--- src/rtl/regfile_wb_arbiter_pkg.sv ---
// Shared widths, write-enable encodings and source identifiers for the write-back arbiter.
package regfile_wb_arbiter_pkg;

  localparam int unsigned RADDR_WIDTH = 5;
  localparam int unsigned RDATA_WIDTH = 32;

  localparam logic WRITE_ENABLE  = 1'b1;
  localparam logic WRITE_DISABLE = 1'b0;

  localparam logic [RADDR_WIDTH-1:0] ZERO_REG = '0;
  localparam logic [RDATA_WIDTH-1:0] ZERO     = '0;

  typedef enum logic {
    WB_SRC_A = 1'b0,
    WB_SRC_B = 1'b1
  } wb_src_e;

  // Width of a counter able to hold 0..2*depth pending entries.
  function automatic int unsigned pend_width(input int unsigned depth);
    return $clog2(2 * depth + 1);
  endfunction

endpackage

--- src/rtl/regfile_wb_arbiter_wb_fifo.sv ---
// Per-source write-back FIFO with wrap-bit pointers and per-entry address visibility
// so the top level can detect read-after-write hazards on buffered results.
module wb_fifo
  import regfile_wb_arbiter_pkg::*;
#(
  parameter int unsigned DEPTH = 2,
  parameter int unsigned AW    = RADDR_WIDTH,
  parameter int unsigned DW    = RDATA_WIDTH,
  localparam int unsigned IW   = $clog2(DEPTH),
  localparam int unsigned PW   = IW + 1
) (
  input  logic                      clk_i,
  input  logic                      rst_i,
  input  logic                      push,
  input  logic                      pop,
  input  logic [AW-1:0]             din_waddr,
  input  logic [DW-1:0]             din_wdata,
  output logic [AW-1:0]             dout_waddr,
  output logic [DW-1:0]             dout_wdata,
  output logic                      empty,
  output logic                      full,
  output logic [PW-1:0]             count,
  output logic [DEPTH-1:0]          ent_valid,
  output logic [DEPTH-1:0][AW-1:0]  ent_waddr
);

  logic [AW-1:0] waddr_mem [DEPTH];
  logic [DW-1:0] wdata_mem [DEPTH];
  logic [PW-1:0] wr_ptr;
  logic [PW-1:0] rd_ptr;
  logic [IW-1:0] wr_idx;
  logic [IW-1:0] rd_idx;
  logic          do_push;
  logic          do_pop;

  assign wr_idx  = wr_ptr[IW-1:0];
  assign rd_idx  = rd_ptr[IW-1:0];
  assign empty   = (wr_ptr == rd_ptr);
  assign full    = (wr_ptr[PW-1] != rd_ptr[PW-1]) && (wr_idx == rd_idx);
  assign count   = wr_ptr - rd_ptr;
  assign do_push = push && !full;
  assign do_pop  = pop && !empty;

  // Pointers carry one extra wrap bit so full and empty stay distinguishable.
  always_ff @(posedge clk_i) begin
    if (rst_i) begin
      wr_ptr <= '0;
      rd_ptr <= '0;
    end else begin
      if (do_push) wr_ptr <= wr_ptr + PW'(1);
      if (do_pop)  rd_ptr <= rd_ptr + PW'(1);
    end
  end

  always_ff @(posedge clk_i) begin
    if (do_push) begin
      waddr_mem[wr_idx] <= din_waddr;
      wdata_mem[wr_idx] <= din_wdata;
    end
  end

  assign dout_waddr = waddr_mem[rd_idx];
  assign dout_wdata = wdata_mem[rd_idx];

  // A slot is live when its distance from the read index is below the fill level.
  for (genvar g = 0; g < DEPTH; g++) begin : g_ent
    logic [IW-1:0] offs;
    assign offs         = IW'(g) - rd_idx;
    assign ent_valid[g] = ({1'b0, offs} < count);
    assign ent_waddr[g] = waddr_mem[g];
  end

endmodule

--- src/rtl/regfile_wb_arbiter.sv ---
// Round-robin merge of the ALU (A) and LSU (B) write-back streams onto the single
// regfile write port, with a combinational ID stall for reads of buffered results.
module regfile_wb_arbiter
  import regfile_wb_arbiter_pkg::*;
#(
  parameter int unsigned DEPTH = 2,
  parameter int unsigned AW    = RADDR_WIDTH,
  parameter int unsigned DW    = RDATA_WIDTH,
  localparam int unsigned PW   = $clog2(DEPTH) + 1,
  localparam int unsigned CW   = pend_width(DEPTH)
) (
  input  logic          clk_i,
  input  logic          rst_i,
  input  logic          a_valid_i,
  output logic          a_ready_o,
  input  logic [AW-1:0] a_waddr_i,
  input  logic [DW-1:0] a_wdata_i,
  input  logic          b_valid_i,
  output logic          b_ready_o,
  input  logic [AW-1:0] b_waddr_i,
  input  logic [DW-1:0] b_wdata_i,
  output logic          we_o,
  output logic [AW-1:0] waddr_o,
  output logic [DW-1:0] wdata_o,
  input  logic [AW-1:0] hz_raddr1_i,
  input  logic [AW-1:0] hz_raddr2_i,
  output logic          hz_stall_o,
  output logic [CW-1:0] pend_cnt_o
);

  logic                     a_push, b_push;
  logic                     a_pop,  b_pop;
  logic                     a_empty, b_empty;
  logic                     a_full,  b_full;
  logic [PW-1:0]            a_count, b_count;
  logic [AW-1:0]            a_head_waddr, b_head_waddr;
  logic [DW-1:0]            a_head_wdata, b_head_wdata;
  logic [DEPTH-1:0]         a_ent_valid, b_ent_valid;
  logic [DEPTH-1:0][AW-1:0] a_ent_waddr, b_ent_waddr;

  wb_src_e       rr_last;
  wb_src_e       sel;
  logic          any_pop;
  logic          rr_upd;
  logic [AW-1:0] sel_waddr;
  logic [DW-1:0] sel_wdata;
  logic [CW-1:0] pend_next;

  function automatic logic rd_hit(input logic [AW-1:0] w,
                                  input logic [AW-1:0] r1,
                                  input logic [AW-1:0] r2);
    return ((r1 != AW'(ZERO_REG)) && (w == r1)) ||
           ((r2 != AW'(ZERO_REG)) && (w == r2));
  endfunction

  assign a_ready_o = !rst_i && !a_full;
  assign b_ready_o = !rst_i && !b_full;

  // Writes to the zero register complete the handshake but are never buffered.
  assign a_push = a_valid_i && a_ready_o && (a_waddr_i != AW'(ZERO_REG));
  assign b_push = b_valid_i && b_ready_o && (b_waddr_i != AW'(ZERO_REG));

  wb_fifo #(.DEPTH(DEPTH), .AW(AW), .DW(DW)) u_fifo_a (
    .clk_i      (clk_i),
    .rst_i      (rst_i),
    .push       (a_push),
    .pop        (a_pop),
    .din_waddr  (a_waddr_i),
    .din_wdata  (a_wdata_i),
    .dout_waddr (a_head_waddr),
    .dout_wdata (a_head_wdata),
    .empty      (a_empty),
    .full       (a_full),
    .count      (a_count),
    .ent_valid  (a_ent_valid),
    .ent_waddr  (a_ent_waddr)
  );

  wb_fifo #(.DEPTH(DEPTH), .AW(AW), .DW(DW)) u_fifo_b (
    .clk_i      (clk_i),
    .rst_i      (rst_i),
    .push       (b_push),
    .pop        (b_pop),
    .din_waddr  (b_waddr_i),
    .din_wdata  (b_wdata_i),
    .dout_waddr (b_head_waddr),
    .dout_wdata (b_head_wdata),
    .empty      (b_empty),
    .full       (b_full),
    .count      (b_count),
    .ent_valid  (b_ent_valid),
    .ent_waddr  (b_ent_waddr)
  );

  // Grant: on contention the source that did not win last time goes first.
  always_comb begin
    sel     = rr_last;
    rr_upd  = 1'b0;
    any_pop = !a_empty || !b_empty;
    if (!a_empty && !b_empty) begin
      sel    = (rr_last == WB_SRC_A) ? WB_SRC_B : WB_SRC_A;
      rr_upd = 1'b1;
    end else if (!a_empty) begin
      sel = WB_SRC_A;
    end else if (!b_empty) begin
      sel = WB_SRC_B;
    end
    a_pop     = !a_empty && (sel == WB_SRC_A);
    b_pop     = !b_empty && (sel == WB_SRC_B);
    sel_waddr = (sel == WB_SRC_A) ? a_head_waddr : b_head_waddr;
    sel_wdata = (sel == WB_SRC_A) ? a_head_wdata : b_head_wdata;
  end

  assign pend_next = CW'(a_count) + CW'(b_count) + CW'(a_push) + CW'(b_push)
                   - CW'(a_pop) - CW'(b_pop);

  always_ff @(posedge clk_i) begin
    if (rst_i) begin
      rr_last    <= WB_SRC_B;
      we_o       <= WRITE_DISABLE;
      waddr_o    <= AW'(ZERO_REG);
      wdata_o    <= DW'(ZERO);
      pend_cnt_o <= '0;
    end else begin
      if (rr_upd) rr_last <= sel;
      we_o       <= any_pop ? WRITE_ENABLE : WRITE_DISABLE;
      pend_cnt_o <= pend_next;
      if (any_pop) begin
        waddr_o <= sel_waddr;
        wdata_o <= sel_wdata;
      end
    end
  end

  // The output stage is not included: the regfile forwards same-cycle writes.
  always_comb begin
    hz_stall_o = 1'b0;
    for (int unsigned i = 0; i < DEPTH; i++) begin
      if (a_ent_valid[i] && rd_hit(a_ent_waddr[i], hz_raddr1_i, hz_raddr2_i)) hz_stall_o = 1'b1;
      if (b_ent_valid[i] && rd_hit(b_ent_waddr[i], hz_raddr1_i, hz_raddr2_i)) hz_stall_o = 1'b1;
    end
  end

endmodule

--- config.mk ---
export PLATFORM = sky130hd
export DESIGN_NAME = regfile_wb_arbiter
export DESIGN_NICKNAME = d
export VERILOG_FILES = /design/src/rtl/regfile_wb_arbiter_pkg.sv /design/src/rtl/regfile_wb_arbiter_wb_fifo.sv /design/src/rtl/regfile_wb_arbiter.sv
export SDC_FILE = /design/constraint.sdc
export NUM_CORES = 1
export LEC_CHECK = 0
export ABC_CLOCK_PERIOD_IN_PS = 6800
export BUFFER_PORTS_ARGS = -buffer_cell sky130_fd_sc_hd__buf_2
export CAP_MARGIN = 20
export CORE_MARGIN = 8
export CORE_UTILIZATION = 55
export DETAILED_ROUTE_END_ITERATION = 10
export GPL_TIMING_DRIVEN = 0
export PLACE_DENSITY = 0.81
export SLEW_MARGIN = 10
export SYNTH_ARGS = -nofsm -noshare
export SYNTH_HDL_FRONTEND = slang
export SYNTH_SLANG_ARGS = --single-unit
--- constraint.sdc ---
create_clock -name clk_i -period 6.8 [get_ports clk_i]
set_clock_uncertainty 0.1 [all_clocks]
set_input_delay 0.68 -clock clk_i [delete_from_list [all_inputs] [get_ports clk_i]]
set_output_delay 0.68 -clock clk_i [all_outputs]
set_load 0.01 [all_outputs]
Word-level counts from Yosys, hierarchy flattened
Memory sizes are Yosys's and may differ from the RTL's. A register that Yosys moved wholly into a read port is not among the register bits. Index checks and enable logic that the tools add are counted.

Multiplexer cells: 24. Reductions and logical operators: 41. Bitwise gates (word level): 1. Equality and inequality tests: 14. Add/subtract/negate cells: 15. $lt $le $gt $ge: 4.

Operator list (number): 5-bit == test (8); 32-bit two-way mux (1); 1-bit logical AND (27); 1-bit two-way mux (22); 5-bit nonzero test (4); 2-bit by 1-bit adder with 2-bit output (second input constant) (4); 1-bit by 2-bit < comparator with 1-bit output (4); 3-bit by 1-bit adder with 3-bit output (2); 3-bit by 1-bit subtractor with 3-bit output (2); 1-bit zero test (5); 1-bit logical OR (5); 5-bit two-way mux (1); 2-bit == test (2); 1-bit subtractor (first input constant) (4); 2-bit subtractor (2); 2-bit by 2-bit adder with 3-bit output (1); 1-bit == test (2); 1-bit != test (2); 1-bit NOT (1).

Memories kept: 4. Memory bits (writable): 148. Register bits: 50.

Memories: u_fifo_a.wdata_mem (depth 2, width 32, read ports 1, clocked after Yosys merged registers in 1, write ports 1, RTL line regfile_wb_arbiter_wb_fifo.sv:28) `logic [DW-1:0] wdata_mem [DEPTH];`; u_fifo_b.wdata_mem (depth 2, width 32, read ports 1, clocked after Yosys merged registers in 1, write ports 1, RTL line regfile_wb_arbiter_wb_fifo.sv:28); u_fifo_a.waddr_mem (depth 2, width 5, read ports 3, clocked after Yosys merged registers in 1, write ports 1, RTL line regfile_wb_arbiter_wb_fifo.sv:27) `logic [AW-1:0] waddr_mem [DEPTH];`; u_fifo_b.waddr_mem (depth 2, width 5, read ports 3, clocked after Yosys merged registers in 1, write ports 1, RTL line regfile_wb_arbiter_wb_fifo.sv:27).

Depth between registers and ports, before layout
Gate-level depths: netlist of run 1.

Depth after elaboration: 10. Depth in mapped cells: 14.

Cells and area by module
Synthesis of run 1 repeated with hierarchy kept, for this count alone.

Cells, all modules: 603. Area, all modules: 8597.0 µm².

Modules (own cells, without submodules): wb_fifo (area an instance 3029.2 µm², sequential area each 2322.2 µm², cells an instance 160, times used 2); regfile_wb_arbiter (area an instance 2538.7 µm², sequential area each 840.8 µm², cells an instance 283, times used 1).

Worst setup path before layout of run 1
No wires, ideal clock.

Path kind: in2reg. Start point: input b_waddr_i[1]. End point: register pend_cnt_o[1]. Path slack: 3640 ps. Data arrival time: 2929 ps. Stages on the path: 9. Path through: or3_1 o311a_1 ha_1 fa_1 inv_1 fa_1 inv_1 ha_1 nor2b_1.

Word-level cells in the longest chain between the ends: 5.

Ends and longest elaborated chain: start: declaration (RTL line regfile_wb_arbiter.sv:20) `input logic [AW-1:0] b_waddr_i,`; 5-bit nonzero test (RTL line regfile_wb_arbiter.sv:61) `assign b_push = b_valid_i && b_ready_o && (b_waddr_i != AW'(ZERO_REG));`; 1-bit logical AND (RTL line regfile_wb_arbiter.sv:61); 3-bit by 1-bit adder with 3-bit output (RTL line regfile_wb_arbiter.sv:114) `assign pend_next = CW'(a_count) + CW'(b_count) + CW'(a_push) + CW'(b_push)`; 3-bit by 1-bit subtractor with 3-bit output (2 in a row) (RTL line regfile_wb_arbiter.sv:115) `- CW'(a_pop) - CW'(b_pop);`; named net pend_next[1] (RTL line regfile_wb_arbiter.sv:47) `logic [CW-1:0] pend_next;`; end signal: assignment (RTL line regfile_wb_arbiter.sv:127) `pend_cnt_o <= pend_next;`; end: declaration (RTL line regfile_wb_arbiter.sv:28) `output logic [CW-1:0] pend_cnt_o`.

The timed path passes the listed nets, and every way through them passes these cells. A chain may end at the register's enable or synchronous reset.

Worst setup path after layout of run 1
Start point: register u_fifo_b.rd_ptr[0]. End point: register pend_cnt_o[1].

Word-level cells in the longest chain between the ends: 9. Elaborated cells between the ends (all ways): 21. Those cells by class: add/sub: 6; eq/ne: 2; mux: 3; bitwise: 1; reduce/logical: 9.

Ends and longest elaborated chain: start: declaration (RTL line regfile_wb_arbiter_wb_fifo.sv:30) `logic [PW-1:0] rd_ptr;`; start signal: assignment (RTL line regfile_wb_arbiter_wb_fifo.sv:51) `if (do_pop) rd_ptr <= rd_ptr + PW'(1);`; parallel branches: the longest is 8 deep, another holds 2-bit by 2-bit adder with 3-bit output; 3-bit by 1-bit subtractor with 3-bit output (*) (RTL line regfile_wb_arbiter.sv:115); named net pend_next[1] (RTL line regfile_wb_arbiter.sv:47).

Mark *: on every way through the listed nets, which the timed path passes.

==> results of run 1 <==
[power breakdown]
part           switching (uW)  total, uW  internal [uW]
sequential               84.6       1560           1480
combinational             724       1220            499
clock                     436       1050            615
total                    1240       3840           2590
[registers in the layout, indices dropped and copies added (netlist names), named ones only]
register / cells
waddr_o: 5
wdata_o: 32
u_fifo_b.wdata_mem: 64
pend_cnt_o: 3
u_fifo_a.waddr_mem: 10
u_fifo_b.waddr_mem: 10
u_fifo_a.wdata_mem: 64
u_fifo_a.rd_ptr: 2
u_fifo_b.wr_ptr: 2
rr_last: 1
u_fifo_a.wr_ptr: 2
we_o: 1
u_fifo_b.rd_ptr: 2
[cells in the final DEF, fill, tap and decap left out, types with 2 or more instances in the layout]
| cell | instances |
|---|---|
| or3_1 | 2 |
| o21bai_1 | 2 |
| xor2_1 | 4 |
| clkbuf_16 | 17 |
| buf_4 | 2 |
| mux2_2 | 37 |
| clkbuf_1 | 20 |
| mux2i_1 | 37 |
| clkinvlp_4 | 2 |
| ha_1 | 10 |
| buf_12 | 2 |
| a22oi_1 | 2 |
| buf_6 | 4 |
| nor2_1 | 44 |
| bufinv_16 | 3 |
| o21ai_1 | 30 |
| o311a_1 | 2 |
| inv_1 | 8 |
| clkinv_4 | 3 |
| and2_2 | 4 |
| o22ai_1 | 30 |
| a21oi_1 | 8 |
| buf_2 | 131 |
| edfxtp_1 | 148 |
| nor2b_1 | 2 |
| clkbuf_8 | 3 |
| o32ai_1 | 4 |
| dfxtp_1 | 52 |
| fa_1 | 2 |
| nand3_1 | 14 |
| xnor2_1 | 49 |
| o211ai_1 | 7 |
| nor2_4 | 2 |
| nand2_1 | 52 |
| inv_6 | 2 |
[metal layers]
layer  global-route usage (%)  vias up  part of all wire, %
met4                     4.91        2                  1.0
met1                     25.2     2563                   43
li1                         -     2474                    -
met3                     5.78       18                  6.6
met5                        0        -                0.069
met2                     32.8      199                   49
[worst max path at each step]
stage	slack [ns]	from	cells past startpoint	to
finish	3.45	u_fifo_b.rd_ptr[0]	13	pend_cnt_o[1]
global route	3.27	u_fifo_b.rd_ptr[0]	13	pend_cnt_o[1]
CTS	3.46	u_fifo_b.rd_ptr[0]	13	pend_cnt_o[1]
detailed placement	3.28	rst_i	10	pend_cnt_o[1]
global placement	3.01	rst_i	4	u_fifo_a.wdata_mem[1][18]
floorplan	3.64	b_waddr_i[1]	9	pend_cnt_o[1]
[area by class of cell]
cell class / instances / area share (%)
flip-flops and latches: 200 / 55.8
multi-input cells: 357 / 26.2
repair buffers: 123 / 6.80
clock buffers: 21 / 4.79
well taps: 188 / 2.39
plain buffers: 37 / 1.94
clock inverters: 11 / 1.63
inverters: 9 / 0.369
[logic make-up after synthesis]
kind of cell | count (synthesis) | share of synthesized area [%]
and+or+nand+nor | 128 | 6.93
adders and majority gates | 12 | 1.99
muxes | 74 | 9.50
DFF | 200 | 66.2
AOI/OAI and AO/OA | 88 | 6.63
buffers and inverters | 46 | 2.73
xor gates and xnor gates | 55 | 6.00
[worst max-delay path: stages (launching register included)]
cell     delay (ns)
dfxtp_1        0.39
inv_1          0.10
ha_1           0.31
inv_1          0.09
or2_4          0.30
nor2_8         0.21
inv_4          0.11
ha_1           0.31
fa_1           0.40
inv_1          0.09
fa_1           0.41
inv_1          0.07
ha_1           0.21
nor2b_1        0.13
[metrics by stage]
| stage | cells | hold WS (ns) | total power [uW] | area, um^2 |
|---|---|---|---|---|
| 3_5_place_dp | 914 | 0.338 | 2810 | 9190 |
| 4_1_cts | 946 | 0.319 | 3860 | 9820 |
| 6_report | 946 | 0.335 | 3840 | 9820 |
| 3_3_place_gp | 911 | 0.336 | 2770 | 9120 |
| 2_1_floorplan | 603 | 0.373 | 2420 | 8280 |
| 5_1_grt | 946 | 0.318 | 4040 | 9820 |
==> summary.txt, run 1 <==
Detailed routing
  – DRT Wirelength: 18800 um
  – Via density: 5.56
  – DR iter-0 viols: 360
  – Post-route DRC violation count: 0
  – Post-DRT Antenna Nets: 0
  – First-pass iteration count of the detailed router: 4
  – Vias: 5256
  – Routed len/inst: 19.9 um

STA
  – Worst-margin pin slew: 0.973 ns
  – Fmax: 0.299 GHz
  – Post-route setup TNS: 0 ns
  – Final setup fails: 0
  – Final Hold Viols: 0
  – Minimum clock period: 3.35 ns
  – Setup WS post-layout: 3.45 ns
  – Fin crit share: 49.2%
  – RSZ-0062 raised after global routing: no
  – Slew Limit Fails: 0
  – Max transition margin: 35.1%

Clock network
  – Clock Tree Buf Depth: 2
  – Worst-Skew Late Latency: 0.43 ns
  – Cts repair resizes: 0
  – Reg clk slew, reported paths: 0.07 ns
  – Root Driver: clkbuf_16
  – CTS Sinks: 200
  – CTS tree: built
  – Hold_buf cts: 0
  – H-tree Lvls: 4
  – Number of buffers added for setup after CTS: 0
  – Cts bufs inserted: 17

Hold path
  – HP Class: in -> reg
  – Hold depth: 1
  – Worst Hold Endpoint: u_fifo_b.wdata_mem[0][18]
  – HP Start: b_wdata_i[18]

Cells and area
  – Nets: 845
  – Layout Area Growth over Synthesis: 18.6%
  – # diodes: 0
  – Layout cells sized above 1: 29.6%
  – Area of the multi-input gates: 0.00258 mm^2
  – Fillers: 1082
  – Final core occ: 65.6%
  – Sequential cell area: 0.00549 mm^2

Logic synthesis
  – Syn Nets: 703
  – Top_reg_cell synth: edfxtp_1
  – Register area share after synthesis: 66.2%
  – Leading area contributor after synthesis: edfxtp_1
  – Gate Count Post-Synth: 603
  – Avg Inst Size Synth: 13.7 um^2
  – Syn. warnings: 0
  – Synth cell count leaders: edfxtp_1 (148), dfxtp_1 (52), nand2_1 (52)
  – Flops & latches, synth: 200
  – Synth top area share: 53.6%
  – Asr flop ratio synth: 0%
  – Synthesized area: 0.00828 mm^2
  – Number of synthesized flops with an enable pin: 148
  – Leading cell types by total area after synthesis: edfxtp_1 (54%), dfxtp_1 (13%), xnor2_1 (5.2%), mux2_2 (5.0%), mux2i_1 (4.5%)
  – Post-synth cell types: 44
  – Most common cell in the synthesized netlist: edfxtp_1

GRT
  – First-pass GRT wire length: 29700 um
  – Largest net degree at the start of global routing: 39
  – GRT Util Overall: 19.8%
  – Initial antenna violation count: 1
  – Vias in the first global route: 5627
  – Grt total ovfl: 0

Floorplan
  – Die area: 0.0192 mm^2
  – Placement row count: 45
  – DIE WIDTH: 139 um
  – Initial Utilization: 55.3%
  – Die H: 139 um
  – IO Count: 132
  – Core footprint: 0.0150 mm^2

Job
  – Max cap viols: 0

Critical path
  – CP Max Fanout: 10
  – Worst R2R End: pend_cnt_o[1]
  – Flop-to-flop setup slack: 3.45 ns
  – Crit path required time: 6.99 ns
  – Crit end category: flop
  – Critical path type: reg -> reg
  – Worst path arrival time: 3.54 ns
  – Worst r2r src: u_fifo_b.rd_ptr[0]
  – Worst Setup Start Kind: flop
  – R2r worst-path depth: 13

Placement
  – Setup slack at placement: 3.28 ns
  – PortBufs: 120
  – DP HPWL: 13400 um
  – Final GP Congestion: 0.794

Status
  – Status: finished clean

Pwr
  – Leakage: 0.00357 uW
  – PwrDens: 391 mW/mm^2
  – Max rail drop VDD: 0.207 mV
No activity file was read; power rests on OpenSTA's default activity.
==> run 2, diff against run 1 <==
--- a/config.mk
+++ b/config.mk
@@ -5,14 +5,14 @@
 export SDC_FILE = /design/constraint.sdc
 export NUM_CORES = 1
 export LEC_CHECK = 0
-export ABC_CLOCK_PERIOD_IN_PS = 6800
+export ABC_CLOCK_PERIOD_IN_PS = 2900
 export BUFFER_PORTS_ARGS = -buffer_cell sky130_fd_sc_hd__buf_2
 export CAP_MARGIN = 20
 export CORE_MARGIN = 8
-export CORE_UTILIZATION = 55
+export CORE_UTILIZATION = 51
 export DETAILED_ROUTE_END_ITERATION = 10
 export GPL_TIMING_DRIVEN = 0
-export PLACE_DENSITY = 0.81
+export PLACE_DENSITY = 0.79
 export SLEW_MARGIN = 10
 export SYNTH_ARGS = -nofsm -noshare
 export SYNTH_HDL_FRONTEND = slang
==> constraint.sdc (replaced) <==
create_clock -name clk_i -period 2.9 [get_ports clk_i]
set_clock_uncertainty 0.1 [all_clocks]
set_input_delay 0.29 -clock clk_i [delete_from_list [all_inputs] [get_ports clk_i]]
set_output_delay 0.29 -clock clk_i [all_outputs]
set_load 0.01 [all_outputs]
==> run 2 against run 1 <==
Effect of this change:
- non-clock buffer count is 82 higher
- final area grew 10%
- critical endpoint unchanged
- setup slack lost 3.4 ns
- combinational power grew to 2.6 times the previous value
- flip-flop and latch count did not move
- via count up 4.9%
- wire length up 5.3%
- clock power grew to 2.5 times the previous value
- final cell count grew 12%
==> summary.txt, run 2 (synthesized netlist as in run 1, its figures left out) <==
Floorplan
  – Placement row count: 46 (+2.2%)
  – DIE WIDTH: 143 um (+3.4%)
  – Die H: 143 um (+3.4%)
  – Initial Utilization: 52.2% (-3.2 points)
  – Die area: 0.0206 mm^2 (+6.9%)
  – IO Count: 132 (unchanged)
  – Core footprint: 0.0159 mm^2 (+6.1%)

Hold path
  – Worst Hold Endpoint: u_fifo_a.wr_ptr[0]
  – HP Class: in -> reg
  – HP Start: a_valid_i
  – Hold depth: 4 (+3)

Critical path
  – CP Max Fanout: 3 (-7)
  – Critical path type: reg -> reg
  – Crit path required time: 3.11 ns (-3.88 ns)
  – Crit end category: flop
  – Critical path cell sequence: inv_4 -> ha_4 -> inv_4 -> or2_4 -> nor2_8 -> inv_8 -> ha_4 -> fa_2 -> inv_2 -> fa_1 -> inv_1 -> ha_1 -> nor2b_4
  – Flop-to-flop setup slack: 0.05 ns (-3.40 ns)
  – Worst R2R End: pend_cnt_o[1]
  – Worst r2r src: u_fifo_b.rd_ptr[0]
  – Slowest-stage cell, CP: fa_2
  – Worst Setup Start Kind: flop
  – Worst path arrival time: 3.05 ns (-0.49 ns)
  – R2r worst-path depth: 13 (unchanged)
  – Delay of the slowest critical-path stage: 0.38 ns (-0.03 ns)

Detailed routing
  – Via density: 5.22 (-6.0%)
  – DR iter-0 viols: 419 (+16%)
  – Post-DRT Antenna Nets: 0 (unchanged)
  – Routed len/inst: 18.7 um (-5.7%)
  – First-pass iteration count of the detailed router: 7 (+3)
  – Vias: 5514 (+4.9%)
  – Post-route DRC violation count: 0 (unchanged)
  – DRT Wirelength: 19800 um (+5.3%)

Clock network
  – Root Driver: clkbuf_16
  – CTS tree: built
  – Clock Tree Buf Depth: 2 (unchanged)
  – CTS Sinks: 200 (unchanged)
  – H-tree Lvls: 4 (unchanged)
  – Cts bufs inserted: 17 (unchanged)
  – Worst-Skew Late Latency: 0.44 ns (about the same)
  – Reg clk slew, reported paths: 0.07 ns (about the same)

Placement
  – PortBufs: 120 (unchanged)
  – Area of placed instances: 0.00927 mm^2 (+0.82%)
  – Setup slack at placement: -0.227 ns (-3.51 ns)
  – Final GP Congestion: 0.849 (+7.0%)
  – DP HPWL: 13700 um (+1.9%)

Pwr
  – Reg power frac: 38.4% (-2.4 points)
  – PwrDens: 883 mW/mm^2 (+130%)
  – Max rail drop VDD: 0.578 mV (+180%)
  – Leakage: 0.00396 uW (+11%)
  – Combinational power share: 33.6% (+1.8 points)
  – Psw: 3000 uW (+140%)
  – Total power: 9540 uW (+150%)
  – Sw Ratio: 31.4% (-1.0 points)
  – Cell-internal power: 6550 uW (+150%)
  – Share of power burned in the clock network: 28.0% (+0.6 points)

Cells and area
  – Top flop regs: u_fifo_a.wdata_mem (64), u_fifo_b.wdata_mem (64), wdata_o (32)
  – Commonest non-fill, non-tap cells in the layout: edfxtp_1 (148), buf_2 (131), dlygate4sd3_1 (74)
  – Fillers: 1156 (+6.8%)
  – Most common cell after layout, fill and taps aside: edfxtp_1
  – Layout cells sized above 1: 29.2% (-0.38 points)
  – Final core occ: 68.1% (+2.5 points)
  – # diodes: 0 (unchanged)
  – Layout Area Growth over Synthesis: 30.5%
  – Cell area after layout: 0.0108 mm^2 (+10%)
  – Nets: 927 (+9.7%)

Job
  – Max cap viols: 0 (unchanged)

GRT
  – GRT Util Overall: 19.6% (-0.28 points)
  – Largest net degree at the start of global routing: 39 (unchanged)
  – Grt total ovfl: 0 (unchanged)
  – First-pass GRT wire length: 30300 um (+1.9%)
  – Vias in the first global route: 5868 (+4.3%)
  – Initial antenna violation count: 0 (-1)

STA
  – Worst-margin pin slew: 0.963 ns (-0.00944 ns)
  – Final setup fails: 0 (unchanged)
  – Setup WS post-layout: 0.0548 ns (-3.40 ns)
  – Fin crit share: 98.1% (+49 points)
  – Minimum clock period: 2.85 ns (-0.501 ns)
  – Final Hold Viols: 0 (unchanged)
  – Slew Limit Fails: 0 (unchanged)
  – Fmax: 0.351 GHz (+18%)
  – Max transition margin: 35.8% (+0.63 points)

Status
  – Status: finished clean
## run 2: worst max path at each step
stage,startpoint,to,slack (ns),depth (start not counted)
2_1_floorplan,u_fifo_b.rd_ptr[0],pend_cnt_o[1],0.006,13
3_3_place_gp,u_fifo_a.rd_ptr[0],u_fifo_a.wdata_mem[1][13],-0.62,6
3_5_place_dp,u_fifo_b.rd_ptr[0],pend_cnt_o[1],-0.23,13
4_1_cts,u_fifo_b.rd_ptr[0],pend_cnt_o[1],0.01,12
5_1_grt,u_fifo_b.rd_ptr[0],pend_cnt_o[1],-0.02,13
6_report,u_fifo_b.rd_ptr[0],pend_cnt_o[1],0.05,13
## run 2: layout make-up
class / instances / area (um^2) / share of cell area, %
clock inverter: 12 / 219 / 2.03
sequential: 200 / 5490 / 50.8
tap: 216 / 270 / 2.50
clock buffer: 20 / 457 / 4.22
timing repair buffer: 205 / 1480 / 13.7
inverter: 9 / 46.3 / 0.428
multi-input combinational: 357 / 2660 / 24.6
buffer: 37 / 190 / 1.76
## run 2: timing repair
action,4_1_cts,5_1_grt
pin swaps,3,9
setup endpoints to repair,2,2
hold buffers,73,1
setup buffers,4,4
resized for setup,8,9
endpoints found under the hold margin,146,2
## run 2: power by group through the flow
stage | registers [uW] | clock network (uW) | logic (uW)
floorplan | 3780 | 0 | 1910
global placement | 3720 | 0 | 2790
detailed placement | 3720 | 0 | 2920
CTS | 3660 | 2690 | 3060
global route | 3690 | 2820 | 3510
finish | 3670 | 2670 | 3210
## run 2: routing by layer
layer | vias to the layer above | track usage, % | routed length, um
met1 | 2674 | 23.6 | 8370
li1 | 2633 | - | -
met5 | - | 0 | 0
met4 | 0 | 7.08 | 317
met2 | 181 | 33.0 | 9790
met3 | 26 | 5.41 | 1290
## run 2: worst max-delay path, delay by kind of cell (launching register included)
family,cells,cell delay [ns]
fa+ha+maj,5,1.49
buf+inv,5,0.27
flops,1,0.36
simple gates,3,0.50
## run 2: per-stage QoR
step	TNS [ns]	hold slack, ns	instances
floorplan	0	0.289	603
global placement	-49.85	0.341	939
detailed placement	-0.419	0.342	942
CTS	0	0.00161	1051
global route	-0.0364	0.215	1056
finish	0	0.217	1056
